$ cat config.mk
export PLATFORM = sky130hd
export DESIGN_NAME = prog_threshold_fifo
export DESIGN_NICKNAME = d
export VERILOG_FILES = /design/src/rtl/prog_threshold_fifo.sv
export SDC_FILE = /design/constraint.sdc
export NUM_CORES = 1
export LEC_CHECK = 0
export ABC_AREA = 1
export CAP_MARGIN = 40
export CORE_MARGIN = 1
export CORE_UTILIZATION = 63
export CTS_BUF_LIST = sky130_fd_sc_hd__clkbuf_8
export DETAILED_ROUTE_END_ITERATION = 12
export PLACE_DENSITY = 0.85
export REMOVE_ABC_BUFFERS = 1
export SLEW_MARGIN = 20
export SYNTH_ARGS = -nofsm -noshare
export SYNTH_HDL_FRONTEND = slang
export SYNTH_SLANG_ARGS = --single-unit
$ cat constraint.sdc
create_clock -name CLK -period 4.4 [get_ports CLK]
set_input_delay 0.44 -clock CLK [delete_from_list [all_inputs] [get_ports CLK]]
set_output_delay 0.44 -clock CLK [all_outputs]
set_load 0.01 [all_outputs]
$ cat src/rtl/prog_threshold_fifo.sv
// Single-clock FWFT FIFO with runtime almost-full/almost-empty thresholds and registered count.
// Define PROG_THRESHOLD_FIFO_ERR_FLAGS_EN to get sticky OVERFLOW/UNDERFLOW; otherwise they read 0.
module prog_threshold_fifo #(
  parameter  int WIDTH = 8,
  parameter  int DEPTH = 32,
  localparam int AW    = $clog2(DEPTH)
) (
  input  logic             CLK,
  input  logic             RESET,
  input  logic             FLUSH,
  input  logic [WIDTH-1:0] DIN,
  input  logic             WE,
  input  logic             RE,
  output logic [WIDTH-1:0] DOUT,
  output logic             NOT_EMPTY,
  output logic             FULL,
  input  logic [AW:0]      AF_THRESH,
  input  logic [AW:0]      AE_THRESH,
  output logic             ALMOST_FULL,
  output logic             ALMOST_EMPTY,
  output logic [AW:0]      COUNT,
  output logic             OVERFLOW,
  output logic             UNDERFLOW
);

  localparam int          DEPTH_CHK = DEPTH;
  localparam logic [AW:0] FULL_CNT  = DEPTH_CHK[AW:0];

  logic [WIDTH-1:0] mem [DEPTH];

  logic [AW:0]      wp_reg, rp_reg;
  logic [AW:0]      wp_next, rp_next, cnt_next;
  logic [AW:0]      count_reg;
  logic             not_empty_reg, full_reg;
  logic             almost_full_reg, almost_empty_reg;
  logic [WIDTH-1:0] ram_q_reg, byp_data_reg;
  logic             byp_reg;
  logic             clr, wr_ok, rd_ok, bypass;

  always_comb begin
    clr      = RESET | FLUSH;
    wr_ok    = WE & ~full_reg & ~clr;
    rd_ok    = RE & not_empty_reg & ~clr;
    wp_next  = wp_reg + {{AW{1'b0}}, wr_ok};
    rp_next  = rp_reg + {{AW{1'b0}}, rd_ok};
    cnt_next = wp_next - rp_next;
    // Queue is empty after this edge's pop, so the written word becomes the head.
    bypass   = wr_ok & (wp_reg[AW-1:0] == rp_next[AW-1:0]);
  end

  always_ff @(posedge CLK) begin
    if (RESET || FLUSH) begin
      wp_reg           <= '0;
      rp_reg           <= '0;
      count_reg        <= '0;
      not_empty_reg    <= 1'b0;
      full_reg         <= 1'b0;
      almost_full_reg  <= (AF_THRESH == '0);
      almost_empty_reg <= 1'b1;
      byp_reg          <= 1'b0;
    end else begin
      wp_reg           <= wp_next;
      rp_reg           <= rp_next;
      count_reg        <= cnt_next;
      not_empty_reg    <= (cnt_next != '0);
      full_reg         <= (cnt_next == FULL_CNT);
      almost_full_reg  <= (cnt_next >= AF_THRESH);
      almost_empty_reg <= (cnt_next <= AE_THRESH);
      byp_reg          <= bypass;
    end
  end

  // Storage array with registered read; the read address is the post-pop head.
  always_ff @(posedge CLK) begin
    if (wr_ok) begin
      mem[wp_reg[AW-1:0]] <= DIN;
    end
    ram_q_reg <= mem[rp_next[AW-1:0]];
  end

  always_ff @(posedge CLK) begin
    byp_data_reg <= DIN;
  end

  assign DOUT         = byp_reg ? byp_data_reg : ram_q_reg;
  assign NOT_EMPTY    = not_empty_reg;
  assign FULL         = full_reg;
  assign ALMOST_FULL  = almost_full_reg;
  assign ALMOST_EMPTY = almost_empty_reg;
  assign COUNT        = count_reg;

`ifdef PROG_THRESHOLD_FIFO_ERR_FLAGS_EN
  logic overflow_reg, underflow_reg;

  always_ff @(posedge CLK) begin
    if (RESET || FLUSH) begin
      overflow_reg  <= 1'b0;
      underflow_reg <= 1'b0;
    end else begin
      if (WE && full_reg) begin
        overflow_reg <= 1'b1;
      end
      if (RE && !not_empty_reg) begin
        underflow_reg <= 1'b1;
      end
    end
  end

  assign OVERFLOW  = overflow_reg;
  assign UNDERFLOW = underflow_reg;
`else
  assign OVERFLOW  = 1'b0;
  assign UNDERFLOW = 1'b0;
`endif

endmodule

Yosys cells after proc, flatten, opt, wreduce, memory -nomap -nowiden
Memory sizes are Yosys's and may differ from the RTL's. A register that Yosys moved wholly into a read port is not among the register bits.
Index checks and enable logic that the tools add are counted.
Widths: inputs -> output; s select.
- register bits: 31
- latch bits: 0
- RAM bits: 256
- bits in read-only memories: 0
- input port bits: 25
- output and inout bits: 20
- logic and storage cells: 32
- memories: 1
- memory list (memory ; depth ; bits a word ; read ports ; clocked after memory_dff ; write ports ; RTL line ; text):
    mem ; 32 ; 8 ; 1 ; 1 ; 1 ; 29 ; logic [WIDTH-1:0] mem [DEPTH];
- add/sub/neg operators: 3
- $mul: 0
- div/mod/pow operators: 0
- magnitude comparators: 2
- equal/unequal tests: 2
- shift operators: 0
- muxes and demuxes: 4
- bitwise gates (word level): 8
- reductions and logical operators: 3
- operators with widths (kind ; number):
    $add 6x1->6 ; 2
    $mux 8 ; 1
    $eq 6x6->1 const B ; 1
    $ge 6x6->1 ; 1
    $le 6x6->1 ; 1
    $logic_not 6->1 ; 1
    $reduce_bool 6->1 ; 1
    $sub 6x6->6 ; 1
    $and 1x1->1 ; 5
    $eq 5x5->1 ; 1
    $mux 1 ; 3
    $not 1->1 ; 2
    $logic_or 1x1->1 ; 1
    $or 1x1->1 ; 1

Logic depth before layout (Yosys ltp)
Gate-level depths: netlist (run 1).
- word-level depth: 7
- gate-level depth with buffers: 25

Worst setup path before layout (run 1)
No wires, ideal clock.
- path kind: input to register
- from: input FLUSH
- to: register almost_full_reg (netlist: ALMOST_FULL)
- library setup time: 0.133 ns
- arrival: 3.764 ns
- required time: 4.267 ns
- setup slack: 0.503 ns
- stages on the path: 22
- buffers on the path: 2
- path through: nor2_1 clkinv_1 clkbuf_1 nor2_1 ha_1 nand3_1 xor2_1 clkbuf_1 ha_1 nand2_1 inv_1 nand4_1 nand4_1 nand2_1 inv_1 ha_1 nand2_1 inv_1 o211ai_1 o2111ai_1 nand2_1 o21ai_0
- cells in the longest elaborated chain, start to end: 7
- RTL lines (item ; RTL line ; text):
    start: declaration ; 10 ; input logic FLUSH,
    $or 1x1->1 * ; 41 ; clr = RESET | FLUSH;
    $not 1->1 * ; 42, 43 ;
    $and 1x1->1, on equally long branches ; 42, 43 ;
    $add 6x1->6, on equally long branches ; 44, 45 ;
    $sub 6x6->6 * ; 46 ; cnt_next = wp_next - rp_next;
    via cnt_next[5] ; 32 ; logic [AW:0] wp_next, rp_next, cnt_next;
    $ge 6x6->1 * ; 67 ; almost_full_reg <= (cnt_next >= AF_THRESH);
    $mux 1 * ; 52 ; if (RESET || FLUSH) begin
    end signal: assignment ; 58 ; almost_full_reg <= (AF_THRESH == '0);
    end signal: assignment ; 67 ;
    end: declaration ; 35 ; logic almost_full_reg, almost_empty_reg;
Mark *: on every way through the listed nets, which the timed path passes. The rest lies on a longest branch.
A chain may end at the register's enable or synchronous reset.

Final worst setup path (run 1)
- from: input FLUSH
- to: register almost_full_reg (netlist: ALMOST_FULL)
- cells in the longest elaborated chain, start to end: 7
- RTL lines (item ; RTL line ; text):
    $or 1x1->1 ; 41 ;
    $not 1->1 ; 42 ; wr_ok = WE & ~full_reg & ~clr;
    $and 1x1->1 ; 42 ;
    $add 6x1->6 ; 44 ; wp_next = wp_reg + {{AW{1'b0}}, wr_ok};
    via wp_next[4] ; 32 ;
    $sub 6x6->6 ; 46 ;
    via cnt_next[5] ; 32 ;
    $ge 6x6->1 ; 67 ;
    $mux 1 ; 52 ;
The timed path passes the listed nets, and every way through them passes these cells.

==> results of run 1 <==
==> critical path: stages <==
cell	delay (ps)
clkdlybuf4s50_1	400
nor2_1	100
buf_4	160
nand2_1	110
inv_1	120
ha_1	180
ha_1	200
nand2_1	90
o21ai_0	260
nand2_1	100
ha_1	340
nand2_1	70
inv_1	70
nand4_1	120
nand3_1	100
nand2_1	60
nand2_1	60
inv_1	60
ha_1	290
nand2_1	100
inv_1	60
o211ai_1	90
o2111ai_1	120
nand2_1	70
o21ai_0	70
==> worst min-delay path by stage <==
stage	end	cells after the start
2_1_floorplan	byp_data_reg[0]$_DFF_P_	0
6_report	wp_reg[5]$_SDFF_PP0_	3
3_3_place_gp	wp_reg[5]$_SDFF_PP0_	3
4_1_cts	wp_reg[5]$_SDFF_PP0_	3
5_1_grt	ALMOST_FULL$_DFF_P_	4
3_5_place_dp	wp_reg[5]$_SDFF_PP0_	3
==> layout by cell type, fill, tap and decap left out, drive strengths merged <==
cell,n
xnor2,1
mux2,8
inv,63
clkinv,11
o21bai,1
conb,2
clkdlybuf4s50,42
xor2,5
o2111ai,2
nand4,3
fa,1
a21oi,7
dfxtp,39
bufinv,2
o21ai,8
nor4,1
nand3b,9
nor3,1
clkbuf,56
ha,20
nand2,329
clkinvlp,2
nor2,62
nand3,253
buf,26
edfxtp,256
o211ai,2
==> through the flow <==
stage,hold WS (ps),worst slack [ps],setup TNS (ps),total power [µW]
2_1_floorplan,468,-2690,-40290,3160
3_3_place_gp,539,631,0,3260
3_5_place_dp,556,467,0,3270
4_1_cts,570,1020,0,5520
5_1_grt,633,583,0,5640
6_report,574,969,0,5510
==> cell type report <==
cell class,instances,area (µm²)
Sequential cell,295,8470
Fill cell,1227,4950
Multi-Input combinational cell,715,3410
Clock buffer,56,771
Timing Repair Buffer,68,676
Tap cell,260,325
Inverter,50,190
Clock inverter,28,168
==> synthesized netlist by cell type, drive strengths merged (5+ instances only) <==
master,number,share of area
a21oi,7,0.0028
buf,24,0.013
clkbuf,36,0.011
dfxtp,39,0.063
edfxtp,256,0.62
ha,20,0.020
inv,48,0.015
mux2,8,0.0073
nand2,329,0.10
nand3,253,0.10
nand3b,9,0.0055
nor2,62,0.019
o21ai,8,0.0033
xor2,5,0.0036
==> metal layers <==
metal  GRT usage  routed length, µm
met1       0.379              11100
met5           0                  0
met4       0.133                996
met2       0.455              13400
met3      0.0496               2500
==> logic make-up after synthesis <==
family,Yosys count,synth area share
simple gates,658,0.230
compound gates,20,0.00935
mux,8,0.00732
xor+xnor,6,0.00427
fa+ha+maj,21,0.0220
other cells,1,0.000305
flops,295,0.688
buf+inv,110,0.0387
==> power breakdown <==
part | internal, µW | leakage (µW) | switching (µW)
Sequential | 3050 | 0.00262 | 4.61
Combinational | 60.8 | 0.00214 | 98.5
Clock | 1270 | 0.000526 | 1030
==> metrics.md, run 1 <==
| Metric | Value |
|---|---|
| Status | finished, final reports clean |
| Share of layout cells above drive strength 1 | 0.0850 |
| DRC violations left | 0 |
| Worst Setup EP | ALMOST_FULL$_DFF_P_ |
| Worst R2R Path Depth | 23 |
| Lkg Pwr | 0.00529 µW |
| Io pins | 45 |
| Count of final max-slew check failures | 0 |
| First-pass GRT wire length | 43.0 mm |
| Clock buffer depth | 3 |
| Minimum clock period | 3430 ps |
| Post-synth ARST share | 0 |
| Die W | 142 µm |
| Sequential share of the synthesized area | 0.688 |
| Max VDD drop | 0.281 mV |
| GRT Total Usage | 0.283 |
| Syn Inst Count | 1119 |
| Max-cap viol count | 0 |
| Post-DR wirelength/cell | 19.1 µm |
| Post-layout util | 0.739 |
| FF-to-FF setup slack | 1100 ps |
| Top FF cell, synth | edfxtp_1 |
| Final wirelength | 28.0 mm |
| Reg-to-Reg End | ALMOST_FULL$_DFF_P_ |
| Relative slew margins | 0.439 |
| Syn_area_per_cell | 11.0 µm² |
| Largest register FFs | 256 |
| N_diodes | 0 |
| Synth cell types | 29 |
| Hold Startpoint | wp_reg[5]$_SDFF_PP0_ |
| DIE AREA | 0.0201 mm² |
| Final hold viol count | 0 |
| Final antenna-violating net count | 0 |
| Initial antenna violation count | 0 |
| First DRT Iteration DRCs | 1103 |
| Critical setup path kind | in -> reg |
| Core Region | 0.0190 mm² |
| #FFs+latches synth | 295 |
| Count of input and output buffers | 42 |
| Syn Std Cell Area | 0.0123 mm² |
| Vias | 8623 |
| Crit path launch | FLUSH |
| Largest net degree at the start of global routing | 82 |
| Initial Util | 0.649 |
| Pwr/cell area | 393 mW/mm² |
| Number of global-route vias before repair | 8309 |
| Critical path arrival | 3850 ps |
| Critical Path End Type | register |
| Row Count | 50 |
| Post-route clock period utilization | 0.780 |
| Final HPWL DP | 16.7 mm |
| RSZ-0062 raised after global routing | false |
| Via density | 5.86 |
| Post-synth EDFFs | 256 |
| Cell count after placement | 1384 |
| Final std cells w/o fill | 1472 |
| Worst reg2reg path startpoint | FULL$_SDFF_PP0_ |
| Final-report setup violation count | 0 |
| Worst-Skew Late Latency | 560 ps |
| Initial DRT Pass Iterations | 7 |
| Die H | 142 µm |
| Clock transition at path regs | 60 ps |
| CTS Buf Count | 45 |
| GPL Wtd Cong | 0.896 |
| YS warnings | 0 |
| # Post-CTS Setup Buffers | 0 |
| Finished Cell Area | 0.0140 mm² |
| Hold WC Path Type | reg -> reg |
| Area Overhead vs Synth | 13.8% |
| Max Clock Skew | 34.1 ps |
| CP max FO | 7 |
| Worst-margin pin slew | 838 ps |
| Global route total overflow | 0 |
| Post-CTS resize count | 0 |
| H-tree depth reported by CTS | 2 |
| Nets | 1221 |
| # hold bufs at CTS | 0 |
| TritonCTS clock tree | built |
| Crit path launch type | input pin |
| Highest Clock Rate | 291 MHz |
| Root buf cell | clkbuf_8 |
| Worst EP required | 4810 ps |
| Placed Area | 0.0130 mm² |
| Clk sink count | 295 |
(Power assumes the default switching activity.)
==> inputs of run 2 (changes only) <==
--- a/config.mk
+++ b/config.mk
@@ -8,10 +8,10 @@
 export ABC_AREA = 1
 export CAP_MARGIN = 40
 export CORE_MARGIN = 1
-export CORE_UTILIZATION = 63
+export CORE_UTILIZATION = 57
 export CTS_BUF_LIST = sky130_fd_sc_hd__clkbuf_8
 export DETAILED_ROUTE_END_ITERATION = 12
-export PLACE_DENSITY = 0.85
+export PLACE_DENSITY = 0.81
 export REMOVE_ABC_BUFFERS = 1
 export SLEW_MARGIN = 20
 export SYNTH_ARGS = -nofsm -noshare
==> constraint.sdc (replaced) <==
create_clock -name CLK -period 3.1 [get_ports CLK]
set_input_delay 0.31 -clock CLK [delete_from_list [all_inputs] [get_ports CLK]]
set_output_delay 0.31 -clock CLK [all_outputs]
set_load 0.01 [all_outputs]
==> run 2 against run 1 <==
  * Non-clock buffer count up 54
  * Final area up 3.4%
  * Clock skew down 6.1 ps
  * Largest cell class unchanged
  * Largest power group unchanged
  * Highest routed layer unchanged
==> metrics.md, run 2 (same netlist as run 1, synthesis figures left out) <==
| Metric | Value |
|---|---|
| Status | finished, final reports clean |
| First-pass GRT wire length | 44.5 mm (+3.4%) |
| Lkg Pwr | 0.00558 µW (+5.4%) |
| Met1 Track Usage GR | 0.343 (-0.0366) |
| Io pins | 45 (unchanged) |
| Pwr/cell area | 534 mW/mm² (+36%) |
| Final antenna-violating net count | 0 (unchanged) |
| Critical path arrival | 3380 ps (-470 ps) |
| Clock transition at path regs | 60 ps (about the same) |
| Initial antenna violation count | 0 (unchanged) |
| Setup TNS | 0 ps (unchanged) |
| Critical Path End Type | register |
| Gr busiest metal | met2 |
| Cells along the critical path | nor2_1, nand2_1, inv_2, ha_4, ha_2, nand2_1, o21ai_2, nand2_1, ha_4, nand2_1, inv_1, nand4_1, nand3_1, nand2_1, nand2_1, inv_2, ha_4, nand2_1, inv_1, o211ai_1, o2111ai_2, nand2_1, o21ai_0 |
| Row Count | 53 (+6.0%) |
| CTS Buf Count | 47 (+4.4%) |
| CP max stage delay | 310 ps (-90 ps) |
| Via density | 5.68 (-3.0%) |
| Core Region | 0.0211 mm² (+11%) |
| DP Worst Slack | -500 ps (-968 ps) |
| Placed Area | 0.0135 mm² (+3.4%) |
| Setup ws final | 156 ps (-814 ps) |
| Post-route clock period utilization | 0.950 |
| Final std cells w/o fill | 1545 (+5.0%) |
| Met3 usage | 0.0489 (-0.000682) |
| First DRT Iteration DRCs | 918 (-17%) |
| GRT Total Usage | 0.266 (-0.0176) |
| Share of layout cells above drive strength 1 | 0.134 (+0.0489) |
| Max VDD drop | 0.311 mV (+11%) |
| Vias | 8775 (+1.8%) |
| Relative slew margins | 0.458 (+0.0194) |
| Post-DR wirelength/cell | 18.6 µm (-2.1%) |
| Clk sink count | 295 (unchanged) |
| Highest Clock Rate | 340 MHz |
| Initial Util | 0.584 (-0.0656) |
| Final HPWL DP | 17.1 mm (+2.4%) |
| Clock buffer depth | 3 (unchanged) |
| Max-cap viol count | 0 (unchanged) |
| Final wirelength | 28.8 mm (+2.7%) |
| Largest net degree at the start of global routing | 129 (+57%) |
| Die W | 149 µm (+5.1%) |
| N_diodes | 0 (unchanged) |
| Number of global-route vias before repair | 8535 (+2.7%) |
| DRC violations left | 0 (unchanged) |
| Most frequent cells in the layout | 328 x nand2_1, 256 x edfxtp_1, 252 x nand3_1 |
| Initial DRT Pass Iterations | 6 (-1) |
| Root buf cell | clkbuf_8 |
| Critical setup path kind | reg -> reg |
| GPL Wtd Cong | 0.876 (-2.2%) |
| Crit-path slowest cell | dfxtp_1 |
| Global route total overflow | 0 (unchanged) |
| Final-report setup violation count | 0 (unchanged) |
| TritonCTS clock tree | built |
| Worst-Skew Late Latency | 560 ps (about the same) |
| Worst-margin pin slew | 812 ps (-26.0 ps) |
| DIE AREA | 0.0222 mm² (+10%) |
| # hold bufs at CTS | 0 (unchanged) |
| Minimum clock period | 2940 ps |
| Worst path most repeated cell | nand2_1 |
| Finished Cell Area | 0.0145 mm² (+3.4%) |
| Worst EP required | 3530 ps (-1280 ps) |
| Max Clock Skew | 28.0 ps (-6.12 ps) |
| Commonest non-fill, non-tap cell in the layout | nand2_1 |
| Cell count after placement | 1456 (+5.2%) |
| Crit path launch type | register |
| Largest register FFs | 256 (unchanged) |
| Count of final max-slew check failures | 0 (unchanged) |
| Area Overhead vs Synth | 17.7% |
| H-tree depth reported by CTS | 2 (unchanged) |
| Count of input and output buffers | 42 (unchanged) |
| Die H | 149 µm (+5.1%) |
| Final hold viol count | 0 (unchanged) |
| Nets | 1277 (+4.6%) |
| CP max FO | 3 (-4) |
| Hold WC Path Type | in -> reg |
| Met2 usage | 0.445 (-0.0104) |
==> run 2: cell types whose count changed in the layout (fill, tap and decap cells not counted), moves of 4 or more <==
cell	change
buf_4	+55
ha_1	-6
ha_4	+5
inv_1	+9
clkbuf_8	-4
clkinv_1	-4
==> run 2: worst max-delay path, delay by kind of cell, from the launching register on <==
kind	cells	cell delay [ps]
buf+inv	4	280
compound gates	4	480
flops	1	310
simple gates	11	970
fa+ha+maj	4	800
==> run 2: path summary, 6_finish.rpt <==
kind | from | end | slack [ps] | cells past startpoint
max | FULL$_SDFF_PP0_ | ALMOST_FULL$_DFF_P_ | 160 | 23
min | AF_THRESH[3] | ALMOST_FULL$_DFF_P_ | 450 | 4
max reg2reg | FULL$_SDFF_PP0_ | ALMOST_FULL$_DFF_P_ | 160 | 23
min reg2reg | wp_reg[5]$_SDFF_PP0_ | wp_reg[5]$_SDFF_PP0_ | 550 | 3
==> run 2: area by class of cell <==
cell class / count / area, µm²
well taps: 275 / 344
flip-flops and latches: 295 / 8470
multi-input cells: 715 / 3510
fillers: 1458 / 6600
clock inverters: 36 / 200
clock buffers: 52 / 716
repair buffers: 122 / 1060
inverters: 50 / 189
==> run 2: stage by stage <==
step            util  hold WS (ps)  total power (µW)
3_5_place_dp   0.638           536              4640
3_3_place_gp   0.638           525              4630
5_1_grt        0.687           465              7930
4_1_cts        0.682           420              7750
2_1_floorplan      -           338              4490
6_report       0.687           448              7740
==> run 2: timing repair <==
action	CTS	global route
resized for setup	0	19
setup endpoints to repair	0	2
setup buffers	0	1
==> run 2: routing by layer <==
layer  vias up  part of all wire
met1      4121              0.39
li1       4094                 -
met5         -                 0
met4         0             0.024
met2       498              0.49
met3        62              0.10
==> run 2: power by group <==
| part | switching [µW] | total (µW) | internal, µW | leakage, µW |
|---|---|---|---|---|
| clock | 1470 | 3170 | 1710 | 0.000558 |
| combinational | 140 | 231 | 91.0 | 0.00240 |
| sequential | 7.05 | 4330 | 4330 | 0.00262 |
==> inputs of run 3 (changes only) <==
--- a/config.mk
+++ b/config.mk
@@ -6,12 +6,13 @@
 export NUM_CORES = 1
 export LEC_CHECK = 0
 export ABC_AREA = 1
+export ABC_CLOCK_PERIOD_IN_PS = 3300
 export CAP_MARGIN = 40
 export CORE_MARGIN = 1
-export CORE_UTILIZATION = 57
+export CORE_UTILIZATION = 63
 export CTS_BUF_LIST = sky130_fd_sc_hd__clkbuf_8
 export DETAILED_ROUTE_END_ITERATION = 12
-export PLACE_DENSITY = 0.81
+export PLACE_DENSITY = 0.85
 export REMOVE_ABC_BUFFERS = 1
 export SLEW_MARGIN = 20
 export SYNTH_ARGS = -nofsm -noshare
==> constraint.sdc (replaced) <==
create_clock -name CLK -period 3.3 [get_ports CLK]
set_input_delay 0.33 -clock CLK [delete_from_list [all_inputs] [get_ports CLK]]
set_output_delay 0.33 -clock CLK [all_outputs]
set_load 0.01 [all_outputs]
==> run 3 against run 2 <==
  * Die area shrank 9.4%
  * First-iteration DRC count grew 19%
  * Clock power shrank 6%
  * Total power shrank 6.1%
  * Final area shrank 0.99%
  * Clock skew shrank 2.8 ps
  * Critical path depth shrank 1
  * Maximum frequency shrank 2.8%
  * Register-to-register slack gained 110 ps
  * Utilization grew 7.0 points
  * Non-clock buffer count shrank 6
  * Wire length grew 2.4%
==> metrics.md, run 3 (same netlist as run 1, synthesis figures left out) <==
| Metric | Value |
|---|---|
| GRT Total Usage | 0.304 (+0.0383) |
| Hold WC Path Type | in -> reg |
| CP max FO | 3 (unchanged) |
| Final antenna-violating net count | 0 (unchanged) |
| Worst-margin pin slew | 818 ps (+5.55 ps) |
| Crit-path slowest cell | dfxtp_1 |
| Pwr/cell area | 507 mW/mm² (-5.1%) |
| Critical Path End Type | register |
| Cells along the critical path | nor2_1, nand2_1, inv_1, ha_2, ha_1, nand2_1, o21ai_2, nand2_2, ha_4, nand2_1, inv_1, nand4_1, nand3_1, nand2_1, nand2_1, inv_1, ha_1, nand2_1, nor2_1, o21ai_0, o211ai_1, nand3_1 |
| Final std cells w/o fill | 1520 (-1.6%) |
| Worst path most repeated cell | nand2_1 |
| Count of final max-slew check failures | 0 (unchanged) |
| Final hold viol count | 0 (unchanged) |
| Most frequent cells in the layout | 328 x nand2_1, 256 x edfxtp_1, 253 x nand3_1 |
| Share of layout cells above drive strength 1 | 0.129 (-0.00529) |
| Count of input and output buffers | 42 (unchanged) |
| Finished Cell Area | 0.0143 mm² (-0.99%) |
| Commonest non-fill, non-tap cell in the layout | nand2_1 |
| Initial Util | 0.649 (+0.0656) |
| Post-DR wirelength/cell | 19.4 µm (+4.1%) |
| Global route total overflow | 0 (unchanged) |
| Clock transition at path regs | 60 ps (about the same) |
| Max-cap viol count | 0 (unchanged) |
| TritonCTS clock tree | built |
| # hold bufs at CTS | 0 (unchanged) |
| Highest Clock Rate | 330 MHz (-2.8%) |
| Crit path launch type | register |
| Number of global-route vias before repair | 8709 (+2.0%) |
| CTS Buf Count | 45 (-4.3%) |
| Placed Area | 0.0134 mm² (-0.65%) |
| Row Count | 50 (-5.7%) |
| H-tree depth reported by CTS | 2 (unchanged) |
| Relative slew margins | 0.453 (-0.00571) |
| Net Sw Power | 1530 µW (-5.0%) |
| DIE AREA | 0.0201 mm² (-9.4%) |
| Area Overhead vs Synth | 16.5% |
| Largest register FFs | 256 (unchanged) |
| Final-report setup violation count | 0 (unchanged) |
| Core Region | 0.0190 mm² (-10%) |
| Final HPWL DP | 17.6 mm (+2.7%) |
| GPL Wtd Cong | 0.912 (+4.1%) |
| CP max stage delay | 310 ps (about the same) |
| Post-layout util | 0.757 (+0.0697) |
| Minimum clock period | 3030 ps (+86.2 ps) |
| Cell count after placement | 1435 (-1.4%) |
| Clock buffer depth | 3 (unchanged) |
| P_int | 5740 µW (-6.4%) |
| Initial antenna violation count | 0 (unchanged) |
| Critical setup path kind | reg -> reg |
| Final Power | 7270 µW (-6.1%) |
| Status | finished, final reports clean |
| Switching part of the total power | 0.211 (+0.00247) |
| RSZ-0062 raised after global routing | false |
| Clk sink count | 295 (unchanged) |
| Max VDD drop | 0.287 mV (-7.9%) |
| Largest net degree at the start of global routing | 66 (-49%) |
| Die W | 142 µm (-4.8%) |
| Clock Power Share | 0.411 (about the same) |
| Final wirelength | 29.5 mm (+2.4%) |
| Critical path arrival | 3460 ps (+80 ps) |
| Die H | 142 µm (-4.8%) |
| DRC violations left | 0 (unchanged) |
| Io pins | 45 (unchanged) |
| Worst-Skew Late Latency | 570 ps (about the same) |
| Nets | 1269 (-0.63%) |
| First DRT Iteration DRCs | 1094 (+19%) |
| Comb power frac | 0.029 (about the same) |
| Via density | 5.83 (+2.7%) |
| Setup TNS | 0 ps (unchanged) |
| Vias | 8864 (+1.0%) |
| Root buf cell | clkbuf_8 |
| Seq pwr share | 0.560 (about the same) |
| Max Clock Skew | 25.2 ps (-2.75 ps) |
| Post-route clock period utilization | 0.918 (-0.0315) |
| Initial DRT Pass Iterations | 6 (unchanged) |
| Lkg Pwr | 0.00550 µW (-1.4%) |
| Worst EP required | 3730 ps (+200 ps) |
| First-pass GRT wire length | 45.7 mm (+2.9%) |
| N_diodes | 0 (unchanged) |
==> run 3: cell types whose count changed in the layout (fill, tap and decap cells not counted), sizes merged <==
| cell | change |
|---|---|
| buf | -6 |
| bufinv | -1 |
| clkbuf | +3 |
| clkinv | +5 |
| clkinvlp | +2 |
| inv | -13 |
==> run 3: worst paths after layout <==
| path | cells past startpoint | start | slack, ps | end |
|---|---|---|---|---|
| worst max register to register | 22 | FULL$_SDFF_PP0_ | 270 | ALMOST_EMPTY$_SDFF_PP1_ |
| worst max-delay path | 22 | FULL$_SDFF_PP0_ | 270 | ALMOST_EMPTY$_SDFF_PP1_ |
| worst min-delay path | 4 | AF_THRESH[3] | 490 | ALMOST_FULL$_DFF_P_ |
| worst min register to register | 3 | wp_reg[5]$_SDFF_PP0_ | 560 | wp_reg[5]$_SDFF_PP0_ |
==> run 3: final cells by class <==
type / instances / area (µm²)
inverters: 50 / 190
flip-flops and latches: 295 / 8470
repair buffers: 116 / 988
well taps: 260 / 325
clock inverters: 29 / 154
multi-input cells: 715 / 3460
fillers: 1173 / 4620
clock buffers: 55 / 757
==> run 3: worst max-delay path: cells and delay by family, from the launching register on <==
kind	cells	cell delay, ps
flip-flops	1	310
adder cells (fa/ha/maj)	4	940
AND/OR/NAND/NOR	12	1050
AO/OA/AOI/OAI	3	370
buffers and inverters	3	240
==> run 3: power groups by stage <==
stage | clock (µW) | sequential [µW] | combinational [µW]
after floorplan | 0 | 4150 | 70.2
after global placement | 0 | 4150 | 201
after detailed placement | 0 | 4150 | 208
after CTS | 2990 | 4070 | 211
after global routing | 3150 | 4070 | 232
final | 2980 | 4070 | 214
==> run 3: repair_timing <==
action	4_1_cts	5_1_grt
buffers inserted	0	1
resized for setup	0	9
endpoints found under the setup margin	0	2
==> run 3: routing by layer <==
metal	global-route usage	vias to the layer above	wire, µm
li1	-	4084	-
met5	0	-	0
met2	0.495	564	14300
met1	0.399	4113	10900
met4	0.136	0	1110
met3	0.0607	103	3120
==> run 3: metrics by stage <==
step / worst slack [ps] / hold WS, ps
detailed placement: -360 / 542
CTS: 191 / 481
global route: 3.80 / 504
floorplan: -3680 / 358
global placement: -170 / 529
finish: 270 / 491
